`src/rtl/led_map_pkg.sv`:
```
// Shared geometry defaults and the glyph ROM for the LED matrix scanner.
// Pure constants and a combinational helper; no state, no latency.
// No flow control: consumers read the ROM directly.
package led_map_pkg;

  localparam int DEF_ROWS     = 7;
  localparam int DEF_COLS     = 5;
  localparam int DEF_MAP_BITS = 3;
  localparam int DEF_NUM_MAPS = 8;

  // Positive-logic patterns, bit r*COLS+c is row r / column c, 1 = lit.
  // Each entry is written row 6 first down to row 0 so row 0 lands in bits 4:0.
  localparam logic [DEF_ROWS*DEF_COLS-1:0] MAP_ROM [DEF_NUM_MAPS] = '{
    {5'b01110, 5'b10001, 5'b11001, 5'b10101, 5'b10011, 5'b10001, 5'b01110},
    {5'b01110, 5'b00100, 5'b00100, 5'b00100, 5'b00100, 5'b01100, 5'b00100},
    {5'b11111, 5'b01000, 5'b00100, 5'b00010, 5'b00001, 5'b10001, 5'b01110},
    {5'b01110, 5'b10001, 5'b00001, 5'b00010, 5'b00100, 5'b00010, 5'b11111},
    {5'b00010, 5'b00010, 5'b11111, 5'b10010, 5'b01010, 5'b00110, 5'b00010},
    {5'b01110, 5'b10001, 5'b00001, 5'b00001, 5'b11110, 5'b10000, 5'b11111},
    {5'b01110, 5'b10001, 5'b10001, 5'b11110, 5'b10000, 5'b01000, 5'b00110},
    {5'b01000, 5'b01000, 5'b01000, 5'b00100, 5'b00010, 5'b00001, 5'b11111}
  };

  // Extract one row of one map; out-of-range indices read as an unlit row.
  function automatic logic [DEF_COLS-1:0] rom_row(input int m, input int r);
    logic [DEF_COLS-1:0]          row;
    logic [DEF_ROWS*DEF_COLS-1:0] pat;
    row = '0;
    pat = '0;
    if (m >= 0 && m < DEF_NUM_MAPS && r >= 0 && r < DEF_ROWS) begin
      pat = MAP_ROM[m[DEF_MAP_BITS-1:0]];
      for (int c = 0; c < DEF_COLS; c++) begin
        row[c] = pat[r*DEF_COLS + c];
      end
    end
    return row;
  endfunction

endpackage

```
`src/rtl/led_matrix_scan_if.sv`:
```
// Control and pin bundle between the map-selecting logic and the scanner.
// Wires only; timing is set by the scanner.
// No backpressure: load is a fire-and-forget strobe, errors come back as sel_err.
interface led_matrix_scan_if
  import led_map_pkg::*;
#(
  parameter int ROWS     = DEF_ROWS,
  parameter int COLS     = DEF_COLS,
  parameter int MAP_BITS = DEF_MAP_BITS
);

  logic                en;
  logic [MAP_BITS-1:0] map_sel;
  logic                load;
  logic [ROWS-1:0]     row_n;
  logic [COLS-1:0]     col_n;
  logic [MAP_BITS-1:0] active_map;
  logic                frame_done;
  logic                sel_err;

  modport master (
    output en, map_sel, load,
    input  row_n, col_n, active_map, frame_done, sel_err
  );

  modport slave (
    input  en, map_sel, load,
    output row_n, col_n, active_map, frame_done, sel_err
  );

endinterface

```
`src/rtl/map_rom.sv`:
```
// Combinational (map, row) -> column pattern lookup into the package ROM.
// Zero latency.
// No flow control.
module map_rom
  import led_map_pkg::*;
#(
  parameter int COLS     = DEF_COLS,
  parameter int MAP_BITS = DEF_MAP_BITS,
  parameter int RW       = 3
) (
  input  logic [MAP_BITS-1:0] map_idx,
  input  logic [RW-1:0]       row_idx,
  output logic [COLS-1:0]     row_pat
);

  // The ROM is stored at package geometry; narrower or wider rows are truncated/zero-padded.
  assign row_pat = COLS'(rom_row(int'(map_idx), int'(row_idx)));

endmodule

```
`src/rtl/led_matrix_scan.sv`:
```
// Row-scanning driver for an active-low LED matrix with blanking and frame-aligned map swaps.
// Pins are registered: they reflect the (row, prescaler) state one cycle earlier.
// No backpressure: loads are accepted every cycle; invalid indices pulse sel_err.
module led_matrix_scan
  import led_map_pkg::*;
#(
  parameter int ROWS     = DEF_ROWS,
  parameter int COLS     = DEF_COLS,
  parameter int MAP_BITS = DEF_MAP_BITS,
  parameter int NUM_MAPS = DEF_NUM_MAPS,
  parameter int DIV      = 50000,
  parameter int BLANK    = 500
) (
  input logic               clk,
  input logic               rst,
  led_matrix_scan_if.slave  bus
);

  localparam int PW = (DIV > 1) ? $clog2(DIV) : 1;
  localparam int RW = (ROWS > 1) ? $clog2(ROWS) : 1;
  localparam logic [PW-1:0] P_LAST  = PW'(DIV - 1);
  localparam logic [PW-1:0] P_BLANK = PW'(BLANK);
  localparam logic [RW-1:0] R_LAST  = RW'(ROWS - 1);

  logic [PW-1:0]       p_q, p_d;
  logic [RW-1:0]       r_q, r_d;
  logic [MAP_BITS-1:0] pending_q, pending_d;
  logic                pend_q, pend_d;
  logic [MAP_BITS-1:0] active_q, active_d;
  logic [ROWS-1:0]     row_n_q, row_n_d;
  logic [COLS-1:0]     col_n_q, col_n_d;
  logic                frame_done_q, frame_done_d;
  logic                sel_err_q, sel_err_d;

  logic                slot_end;
  logic                frame_end;
  logic                sel_ok;
  logic [COLS-1:0]     rom_pat;

  assign slot_end  = bus.en && (p_q == P_LAST);
  assign frame_end = slot_end && (r_q == R_LAST);
  assign sel_ok    = int'(bus.map_sel) < NUM_MAPS;

  map_rom #(
    .COLS     (COLS),
    .MAP_BITS (MAP_BITS),
    .RW       (RW)
  ) u_map_rom (
    .map_idx (active_q),
    .row_idx (r_q),
    .row_pat (rom_pat)
  );

  // Prescaler and row counter; both freeze while the display is disabled.
  always_comb begin
    p_d = p_q;
    r_d = r_q;
    if (bus.en) begin
      if (slot_end) begin
        p_d = '0;
        r_d = (r_q == R_LAST) ? '0 : r_q + RW'(1);
      end else begin
        p_d = p_q + PW'(1);
      end
    end
  end

  // Map selection: immediate while disabled, otherwise parked until the frame boundary.
  // A load landing on the boundary itself bypasses the pending slot.
  always_comb begin
    active_d  = active_q;
    pending_d = pending_q;
    pend_d    = pend_q;
    if (bus.load && sel_ok && !bus.en) begin
      active_d = bus.map_sel;
      pend_d   = 1'b0;
    end else if (frame_end) begin
      if (bus.load && sel_ok) begin
        active_d = bus.map_sel;
        pend_d   = 1'b0;
      end else if (pend_q) begin
        active_d = pending_q;
        pend_d   = 1'b0;
      end
    end else if (bus.load && sel_ok) begin
      pending_d = bus.map_sel;
      pend_d    = 1'b1;
    end
  end

  // Next pin values: rows stay dark during the blanking window to hide column switching.
  always_comb begin
    row_n_d      = '1;
    col_n_d      = '1;
    frame_done_d = frame_end;
    sel_err_d    = bus.load && !sel_ok;
    if (bus.en) begin
      col_n_d = ~rom_pat;
      if (p_q >= P_BLANK) begin
        row_n_d = ~(ROWS'(1) << r_q);
      end
    end
  end

  // State and output registers.
  always_ff @(posedge clk or posedge rst) begin
    if (rst) begin
      p_q          <= '0;
      r_q          <= '0;
      pending_q    <= '0;
      pend_q       <= 1'b0;
      active_q     <= '0;
      row_n_q      <= '1;
      col_n_q      <= '1;
      frame_done_q <= 1'b0;
      sel_err_q    <= 1'b0;
    end else begin
      p_q          <= p_d;
      r_q          <= r_d;
      pending_q    <= pending_d;
      pend_q       <= pend_d;
      active_q     <= active_d;
      row_n_q      <= row_n_d;
      col_n_q      <= col_n_d;
      frame_done_q <= frame_done_d;
      sel_err_q    <= sel_err_d;
    end
  end

  assign bus.row_n      = row_n_q;
  assign bus.col_n      = col_n_q;
  assign bus.active_map = active_q;
  assign bus.frame_done = frame_done_q;
  assign bus.sel_err    = sel_err_q;

endmodule

```
`src/flat_wrapper.sv`:
```
// flat-port wrapper written by rule: the top's interface ports become plain ports
module led_matrix_scan_flat import led_map_pkg::*;
#(
  parameter int ROWS     = DEF_ROWS,
  parameter int COLS     = DEF_COLS,
  parameter int MAP_BITS = DEF_MAP_BITS,
  parameter int NUM_MAPS = DEF_NUM_MAPS,
  parameter int DIV      = 50000,
  parameter int BLANK    = 500
)
  (clk, rst, bus_en, bus_map_sel, bus_load, bus_row_n, bus_col_n, bus_active_map, bus_frame_done, bus_sel_err);
  led_matrix_scan_if #(.ROWS(ROWS), .COLS(COLS), .MAP_BITS(MAP_BITS)) bus_i ();
  input logic clk;
  input logic rst;
  input wire logic [$bits(bus_i.en)-1:0] bus_en;
  input wire logic [$bits(bus_i.map_sel)-1:0] bus_map_sel;
  input wire logic [$bits(bus_i.load)-1:0] bus_load;
  output wire logic [$bits(bus_i.row_n)-1:0] bus_row_n;
  output wire logic [$bits(bus_i.col_n)-1:0] bus_col_n;
  output wire logic [$bits(bus_i.active_map)-1:0] bus_active_map;
  output wire logic [$bits(bus_i.frame_done)-1:0] bus_frame_done;
  output wire logic [$bits(bus_i.sel_err)-1:0] bus_sel_err;
  assign bus_i.en = bus_en;
  assign bus_i.map_sel = bus_map_sel;
  assign bus_i.load = bus_load;
  assign bus_row_n = bus_i.row_n;
  assign bus_col_n = bus_i.col_n;
  assign bus_active_map = bus_i.active_map;
  assign bus_frame_done = bus_i.frame_done;
  assign bus_sel_err = bus_i.sel_err;
  led_matrix_scan #(.ROWS(ROWS), .COLS(COLS), .MAP_BITS(MAP_BITS), .NUM_MAPS(NUM_MAPS), .DIV(DIV), .BLANK(BLANK)) u_core (.clk(clk), .rst(rst), .bus(bus_i));
endmodule
```
`config.mk`:
```
export PLATFORM = sky130hd
export DESIGN_NAME = led_matrix_scan_flat
export DESIGN_NICKNAME = d
export VERILOG_FILES = /design/src/rtl/led_map_pkg.sv /design/src/rtl/led_matrix_scan_if.sv /design/src/rtl/map_rom.sv /design/src/rtl/led_matrix_scan.sv /design/src/flat_wrapper.sv
export SDC_FILE = /design/constraint.sdc
export NUM_CORES = 1
export LEC_CHECK = 0
export BUFFER_PORTS_ARGS = -buffer_cell sky130_fd_sc_hd__buf_4
export CORE_MARGIN = 2
export CORE_UTILIZATION = 30
export CTS_CLUSTER_DIAMETER = 150
export DETAILED_ROUTE_END_ITERATION = 7
export PLACE_DENSITY_LB_ADDON = 0.1
export SLEW_MARGIN = 40
export SYNTH_ARGS = -nofsm -noshare
export SYNTH_HDL_FRONTEND = slang
export SYNTH_HIERARCHICAL = 1
export SYNTH_SLANG_ARGS = --single-unit
```
`constraint.sdc`:
```
create_clock -name clk -period 3.2 [get_ports clk]
set_input_delay 0.16 -clock clk [delete_from_list [all_inputs] [get_ports clk]]
set_output_delay 0.16 -clock clk [all_outputs]
set_load 0.03 [all_outputs]
```
==> flow_metrics.env <==
export IMPL_status="finished, final reports clean"
export IMPL_min_from="bus_map_sel[1]"
export IMPL_die_h_microns=121
export IMPL_post_route_period_util=0.877
export IMPL_initial_core_util=0.309
export IMPL_reg2reg_slack_ps=390
export IMPL_wl_per_cell_microns=18.3
export IMPL_period_needed_ps=2810
export IMPL_synth_avg_cell_area_sq_um=8.04
export IMPL_grt_pass1_vias=3830
export IMPL_ys_ff_latch=39
export IMPL_postPlaceCellArea_sq_um=4420
export IMPL_viasPerCell=5.70
export IMPL_wl_met2_mm=5.98
export IMPL_synth_area_sq_um=4110
export IMPL_yosysTopAreaCell="dfrtp_1"
export IMPL_die_area_sq_um=14600
export IMPL_r2r_start="u_core/bus.active_map[1]"
export IMPL_async_flop_share=1.00
export IMPL_postSynthCellCount=511
export IMPL_drive_above_1_share=0.162
export IMPL_h_tree_depth=2
export IMPL_m1WireLength_mm=5.89
export IMPL_synth_fp_nets=538
export IMPL_final_nets=546
export IMPL_setup_violations=0
export IMPL_yosysWarnings=6
export IMPL_fin_setup_tns_ps=0
export IMPL_cp_max_fo=11
export IMPL_rsz0062_at_grt="false"
export IMPL_finalHoldViolations=0
export IMPL_p_leak_nw=1.78
export IMPL_synth_common_cells="42 x nand2_1, 39 x nor2_1, 32 x o21ai_0, 27 x dfrtp_1, 23 x nand3_1"
export IMPL_yosys_top_cells_area="dfrtp_1 16%, dfstp_2 7.7%, ha_1 6.1%"
export IMPL_yosysSeqAreaShare=0.241
export IMPL_area_growth_pct=11.3
export IMPL_ys_flop_type="dfrtp_1"
export IMPL_gp_congestion=0.887
export IMPL_top_layer_used="met4"
export IMPL_yosysMostFrequentCell="nand2_1"
export IMPL_tightest_slew_ps=753
export IMPL_antenna_cells=0
export IMPL_crit_type="register to register"
export IMPL_cts_buffer_depth=2
export IMPL_antenna_found_initial=0
export IMPL_io_pins=24
export IMPL_r2r_end="u_core/bus.col_n[0]"
export IMPL_grtUsageTotal=0.180
export IMPL_synth_edff_count=0
export IMPL_root_buffer="clkbuf_16"
export IMPL_first_iter_violations=322
export IMPL_hp_class="input port to register"
export IMPL_cts_tree="done"
export IMPL_yosys_area_top_type_share=0.165
export IMPL_cts_buffers_inserted=5
export IMPL_vdd_ir_drop_max_mv=0.210
export IMPL_synthDistinctLibCells=77
export IMPL_dp_hpwl_mm=9.26
export IMPL_grt_ovfl_total=0
export IMPL_grt_pass1_wl_mm=21.0
export IMPL_holdPathStages=2
export IMPL_dr_wl_met3_microns=657
export IMPL_fmax_mhz=356
export IMPL_timing_max_cap_violations=0
export IMPL_p_per_area_nw_per_um2=373
export IMPL_grt_max_degree=62
export IMPL_maxSlewViolCount=0
export IMPL_cp_data_required_time_ps=3430
export IMPL_finalInstanceArea_sq_um=4570
export IMPL_slew_headroom=0.498
export IMPL_cp_start_kind="register"
export IMPL_worstHoldEndpoint="u_core/pending_q[1]"
export IMPL_vias=3964
export IMPL_crit_path_end_kind="register"
export IMPL_post_cts_buffers=0
export IMPL_coreArea_sq_um=13300
export IMPL_finClkSkew_ps=9.58
export IMPL_clk_pin_slew_worst_paths_ps=70
export IMPL_drt_antenna_violating_nets=0
export IMPL_cts_sinks=39
export IMPL_worst_r2r_cell_count=9
export IMPL_rows=42
export IMPL_clk_latency_ps=290
export IMPL_drt_pass1_iter_count=6
export IMPL_die_x_microns=121
export IMPL_drc=0
export IMPL_numPortBuffers=22
export IMPL_drt_wl_total_mm=12.7
export IMPL_cp_arrival_ps=3040
## cells by family (layout without fill, tap and decap cells)
| kind of cell | count (synthesis) | count (layout) | share of synthesized area |
|---|---|---|---|
| and+or+nand+nor | 209 | 209 | 0.273 |
| AOI/OAI and AO/OA | 137 | 137 | 0.235 |
| buffers and inverters | 56 | 65 | 0.0670 |
| DFF | 39 | 39 | 0.241 |
| xor gates and xnor gates | 32 | 32 | 0.0701 |
| adders and majority gates | 20 | 20 | 0.0609 |
| muxes | 17 | 17 | 0.0518 |
| other | 1 | 1 | 0.000913 |
## power breakdown
group          total [W]  switching, W  internal, W
registers       0.000633     0.0000829     0.000550
logic           0.000574      0.000340     0.000234
clock network   0.000500      0.000211     0.000289
## state kept, by name (all words and copies together) (netlist names)
signal	flops
u_core/bus.col_n	5
u_core/bus.active_map	3
u_core/p_q	16
u_core/r_q	3
u_core/pending_q	3
u_core/bus.row_n	7
u_core/pend_q	1
u_core/bus.frame_done	1
## layout by cell type, fill, tap and decap left out, drive strengths merged, types with 4 or more instances in the layout
master,n
o211ai,10
nor4,6
inv,14
and2,4
and3,7
xnor2,14
mux2i,10
buf,41
nor2,39
or4,6
a21oi,22
a221oi,4
a211oi,8
nand3b,4
nor3,13
nor3b,6
ha,20
nand3,23
clkbuf,6
a31oi,13
a311oi,13
nand4,10
or3,6
o21ai,33
mux2,5
nor2b,12
xor2,18
nand2,42
nand2b,19
dfstp,12
or2,4
a21o,4
dfrtp,27
## worst max-delay path by stage
stage / from / endpoint / slack [ps] / depth (start not counted)
after floorplan: u_core/bus.active_map[0] / u_core/bus.col_n[0] / 460 / 11
after global placement: u_core/r_q[0] / u_core/bus.col_n[3] / 480 / 10
after detailed placement: u_core/bus.active_map[1] / u_core/bus.col_n[0] / 420 / 9
after CTS: u_core/bus.active_map[1] / u_core/bus.col_n[0] / 410 / 9
after global routing: u_core/bus.active_map[1] / u_core/bus.col_n[0] / 140 / 9
final: u_core/bus.active_map[1] / u_core/bus.col_n[0] / 390 / 9
## critical path, cell delays in order (launching register included)
cell and delay, ps:
dfrtp_1 400, inv_1 160, ha_1 430, nand2b_1 350, and3_1 260, o31ai_1 400
o21ai_0 140, a2111oi_0 420, a211oi_1 100, nand2_1 80
## cell type report
cell class	count	area (sq um)
Fill cell	1402	8720
Multi-Input combinational cell	416	2840
Sequential cell	39	993
Timing Repair Buffer	42	318
Tap cell	176	220
Clock buffer	6	129
Inverter	15	56.3
Clock inverter	2	13.8
## metal layers
layer / global-route usage / vias to the layer above
met4: 0.0487 / 0
li1: - / 1903
met3: 0.0334 / 16
met2: 0.285 / 125
met5: 0 / -
met1: 0.251 / 1920
## what timing repair did
action | CTS | global route
endpoints found under the hold margin | 15 | 0
hold buffers | 1 | 0
gates resized for setup | 0 | 0
## through the flow
step	setup WS, ps	hold slack [ps]	total power [W]	utilization	instances
final	394	124	0.00171	0.344	696
after global routing	142	127	0.00182	0.344	696
after CTS	410	121	0.00172	0.344	696
after detailed placement	425	229	0.00121	0.332	687
after global placement	483	417	0.00121	0.332	687
after floorplan	464	308	0.00104	-	511
(Power assumes the default switching activity.)
